$ cat src/rtl/bit_serializer.sv
// bit_serializer: MSB-first parallel-to-serial converter with valid/ready load and done pulse.
// Define SER_PARITY_EN to append an even-parity bit after the data bits.
module bit_serializer #(
    parameter int   WIDTH      = 8,
    parameter logic IDLE_LEVEL = 1'b0
) (
    input  logic             clk,
    input  logic             reset,
    input  logic             load_valid,
    input  logic [WIDTH-1:0] load_data,
    output logic             load_ready,
    input  logic             shift_en,
    output logic             ser_out,
    output logic             ser_valid,
    output logic             busy,
    output logic             done
);
    localparam int CW = $clog2(WIDTH + 1);

`ifdef SER_PARITY_EN
    typedef enum logic [1:0] {IDLE, SHIFT, PAR} state_t;
    logic par_q, par_d;
`else
    typedef enum logic [1:0] {IDLE, SHIFT} state_t;
`endif

    state_t           state_q, state_d;
    logic [WIDTH-1:0] shreg_q, shreg_d;
    logic [CW-1:0]    cnt_q, cnt_d;
    logic             ser_out_q, ser_out_d;
    logic             ser_valid_q, ser_valid_d;
    logic             busy_q, busy_d;
    logic             done_q, done_d;

    assign load_ready = (state_q == IDLE);
    assign ser_out    = ser_out_q;
    assign ser_valid  = ser_valid_q;
    assign busy       = busy_q;
    assign done       = done_q;

    // shreg holds the bits still to be sent, next one at the MSB
    always_comb begin
        state_d     = state_q;
        shreg_d     = shreg_q;
        cnt_d       = cnt_q;
        ser_out_d   = ser_out_q;
        ser_valid_d = ser_valid_q;
        busy_d      = busy_q;
        done_d      = 1'b0;
`ifdef SER_PARITY_EN
        par_d       = par_q;
`endif
        case (state_q)
            IDLE: if (load_valid) begin
                state_d     = SHIFT;
                shreg_d     = load_data << 1;
                cnt_d       = '0;
                ser_out_d   = load_data[WIDTH-1];
                ser_valid_d = 1'b1;
                busy_d      = 1'b1;
`ifdef SER_PARITY_EN
                par_d       = ^load_data;
`endif
            end
            SHIFT: if (shift_en) begin
                if (cnt_q == CW'(WIDTH - 1)) begin
`ifdef SER_PARITY_EN
                    state_d     = PAR;
                    ser_out_d   = par_q;
`else
                    state_d     = IDLE;
                    ser_out_d   = IDLE_LEVEL;
                    ser_valid_d = 1'b0;
                    busy_d      = 1'b0;
                    done_d      = 1'b1;
`endif
                end else begin
                    shreg_d   = shreg_q << 1;
                    ser_out_d = shreg_q[WIDTH-1];
                    cnt_d     = cnt_q + 1'b1;
                end
            end
`ifdef SER_PARITY_EN
            PAR: if (shift_en) begin
                state_d     = IDLE;
                ser_out_d   = IDLE_LEVEL;
                ser_valid_d = 1'b0;
                busy_d      = 1'b0;
                done_d      = 1'b1;
            end
`endif
            default: state_d = IDLE;
        endcase
    end

    always_ff @(posedge clk) begin
        if (!reset) begin
            state_q     <= IDLE;
            shreg_q     <= '0;
            cnt_q       <= '0;
            ser_out_q   <= IDLE_LEVEL;
            ser_valid_q <= 1'b0;
            busy_q      <= 1'b0;
            done_q      <= 1'b0;
`ifdef SER_PARITY_EN
            par_q       <= 1'b0;
`endif
        end else begin
            state_q     <= state_d;
            shreg_q     <= shreg_d;
            cnt_q       <= cnt_d;
            ser_out_q   <= ser_out_d;
            ser_valid_q <= ser_valid_d;
            busy_q      <= busy_d;
            done_q      <= done_d;
`ifdef SER_PARITY_EN
            par_q       <= par_d;
`endif
        end
    end
endmodule

$ cat config.mk
export PLATFORM = sky130hd
export DESIGN_NAME = bit_serializer
export DESIGN_NICKNAME = d
export VERILOG_FILES = /design/src/rtl/bit_serializer.sv
export SDC_FILE = /design/constraint.sdc
export NUM_CORES = 1
export LEC_CHECK = 0
export BUFFER_PORTS_ARGS = -buffer_cell sky130_fd_sc_hd__buf_2
export CORE_MARGIN = 10
export CORE_UTILIZATION = 50
export DETAILED_ROUTE_END_ITERATION = 8
export GPL_ROUTABILITY_DRIVEN = 0
export GPL_TIMING_DRIVEN = 0
export PLACE_DENSITY = 0.73
export SETUP_SLACK_MARGIN = 0.2
export SLEW_MARGIN = 20
export SYNTH_ARGS = -nofsm -noshare
export SYNTH_HDL_FRONTEND = slang
export SYNTH_SLANG_ARGS = --single-unit
$ cat constraint.sdc
create_clock -name clk -period 1.4 [get_ports clk]
set_input_delay 0.28 -clock clk [delete_from_list [all_inputs] [get_ports clk]]
set_output_delay 0.28 -clock clk [all_outputs]
set_load 0.02 [all_outputs]
==> flow_summary.toml <==
[clock_network]
clock_latency_ps = 290
clock-sinks = 14
cts_max_path_buffers = 2
root_buffer = "clkbuf_4"
cts_tree = "built"
cts_max_level = 1
clk_pin_slew_ps = 90
cts_buffers = 3

[route]
first_iter_violations = 12
via_per_inst = 5.80
drc = 0
drtAntennaViolNets = 0
wirelength_um = 1770
num_vias = 650
wl_per_cell_um = 15.8
drt_first_pass_iters = 4

[floorplanning]
core-area_um2 = 1320
die_y_um = 57.4
pin_count = 17
die_w_um = 57.4
num_rows = 13
start_util = 0.531
die_area_um2 = 3290

[critical_path]
r2r-start = "cnt_q[0]"
cp_slowest_stage_delay_ps = 380
crit_end = "cnt_q[2]"
crit_arrival_ps = 1450
r2r_setup_slack_ps = 120
path_buf_inv = 0
cp-end-kind = "flip-flop"
slowest_stage = "dfxtp_4"
r2r_end = "cnt_q[2]"
startpoint_type = "flip-flop"
rr_worst_depth = 4
crit_type = "flip-flop to flip-flop"
cp.required_ps = 1570
critPathTopFamily = "flip-flops"
crit_path_start = "cnt_q[0]"
crit_fanout = 8
crit_chain = "ha_4, and3b_2, o21ai_4, o22ai_1"
cp.depth = 4

[synthesis]
ys_ff_latch = 14
synthTopCellsByArea = "dfxtp_1, mux2i_1, o211a_1"
synth_top_area_frac = 0.401
ys_seq_area_frac = 0.401
ys_warn_count = 0
synth_cell_types = 25
syn_area_um2 = 699
syn_avg_cell_area_um2 = 9.71
syn-instance-count = 72
syn_nets = 85
post-synth-top-area-cell = "dfxtp_1"

[timing]
rsz0062_at_grt = "true"
finalCriticalPeriod_ps = 1280
slew_violations = 0
fin_worst_skew_ps = 4.47
period_share = 0.915
setup_ws_ps = 119
hold_violations = 0
maxSlewHeadroom = 0.740
worst_slew_pin_slew_ps = 390
hold_slack_ps = 239
setup_viol = 0
fmax_mhz = 781
finalSetupTns_ps = 0

[global_routing]
antenna_found_initial = 0
grt_pass1_wl_um = 2990
grt_pass1_vias = 664
overflow = 0
grt_max_degree = 11
gr-usage-all-layers = 0.112

[power]
leakage_uw = 0.000454
seqPwrFrac = 0.484
power_frac_comb = 0.190
clkPwrFrac = 0.326
swShare = 0.268
p_per_area_nw_per_um2 = 958
peakVddDrop_uv = 553
switching_power_uw = 244
power.total_uw = 909
p_int_uw = 665

[hold_path]
holdPathStages = 2
hp-class = "primary input to flip-flop"

[layout]
drive_gt1_frac = 0.443
n_antenna_cell = 0
final_nets = 111
fill_cells = 103
syn_to_final_growth_pct = 35.6
multi_input_area_um2 = 420
regArea_um2 = 290
fin_area_um2 = 948

[flow_run]
max-cap-violations = 0

[placement]
port_buffers = 16
placed_cell_area_um2 = 821
pre_cts_ws_ps = -2.99
hpwl_um = 1210

[run_status]
status = "completed"
-- how the worst min path moves through the flow --
| stage | slack (ps) | from | to |
|---|---|---|---|
| after floorplan | 380 | shift_en | busy |
| after global placement | 460 | shreg_q[1] | shreg_q[1] |
| after detailed placement | 470 | shreg_q[1] | shreg_q[1] |
| after CTS | 240 | shift_en | busy |
| after global routing | 260 | shift_en | busy |
| final | 240 | shift_en | busy |
-- cell type report --
class                      instances  share of cell area
inverter                           1             0.00923
timing repair buffer              21               0.137
multi-input combinational         52               0.443
clock buffer                       4              0.0383
buffer                             5              0.0462
sequential                        14               0.306
tap                               15              0.0198
-- synth_stat cells --
library cell	number
nand3_1	8
and4_1	1
nand3b_1	2
o211a_1	6
nand4b_1	1
o21ai_0	3
buf_6	1
buf_4	1
nand2b_1	1
mux2_2	2
o211ai_2	1
buf_2	2
ha_1	1
a31oi_1	1
o22ai_1	2
and3b_1	1
inv_2	1
nand2_1	9
or4b_4	1
dfxtp_1	14
clkbuf_1	1
mux2i_1	8
o21ai_2	1
nand4_1	2
a21oi_1	1
-- power groups by stage --
stage | logic, uW | clock network [uW] | registers (uW)
2_1_floorplan | 105 | 0 | 449
3_5_place_dp | 157 | 0 | 447
4_1_cts | 170 | 300 | 439
3_3_place_gp | 153 | 0 | 445
5_1_grt | 192 | 310 | 442
6_report | 173 | 297 | 439
-- routing by layer --
metal  up-vias  routed length (um)  track usage  part of all wire
met5         -                   0            0                 0
met4         0                  33       0.0570             0.019
met3         5                 126       0.0420             0.071
met2        20                 816        0.178              0.46
met1       304                 790        0.126              0.45
li1        321                   -            -                 -
-- stage by stage --
stage,utilization,std cells
after floorplan,-,72
after global placement,0.623,103
after detailed placement,0.623,103
after CTS,0.708,112
after global routing,0.720,112
final,0.720,112
-- flip-flops by register name, summed over array words and instances, names as in the netlist --
| register | flops |
|---|---|
| ser_out | 1 |
| shreg_q | 7 |
| busy | 1 |
| cnt_q | 4 |
| done | 1 |
-- timing repair --
action | 4_1_cts | 5_1_grt
pin swaps | 5 | 3
resized for setup | 11 | 5
buffers inserted | 5 | 0
hold buffers | 0 | 0
endpoints found under the setup margin | 13 | 14
-- cells in the final DEF, fill, tap and decap left out, types with 2 or more instances in the layout --
cell type and n:
dfxtp_2 2, buf_2 15, buf_4 7, nand2_1 8
buf_6 2, dfxtp_4 2, clkbuf_4 3, nand3b_1 2
o22ai_1 2, o211a_1 6, nand3_1 7, dfxtp_1 10
nand4_1 2, mux2i_1 8, o21ai_0 3
-- worst register-to-register path, delay by kind of cell (launching register included) --
family	cells	cell delay (ps)
simple gates	1	240
fa+ha+maj	1	170
flops	1	380
compound gates	2	380
-- kinds of logic after synthesis --
| family | Yosys count | share of synthesized area |
|---|---|---|
| AO/OA/AOI/OAI | 15 | 0.172 |
| adder cells (fa/ha/maj) | 1 | 0.0179 |
| buffers and inverters | 6 | 0.0519 |
| flip-flops | 14 | 0.401 |
| multiplexers | 10 | 0.147 |
| AND/OR/NAND/NOR | 26 | 0.211 |
Power figures use the tool's default switching activity.
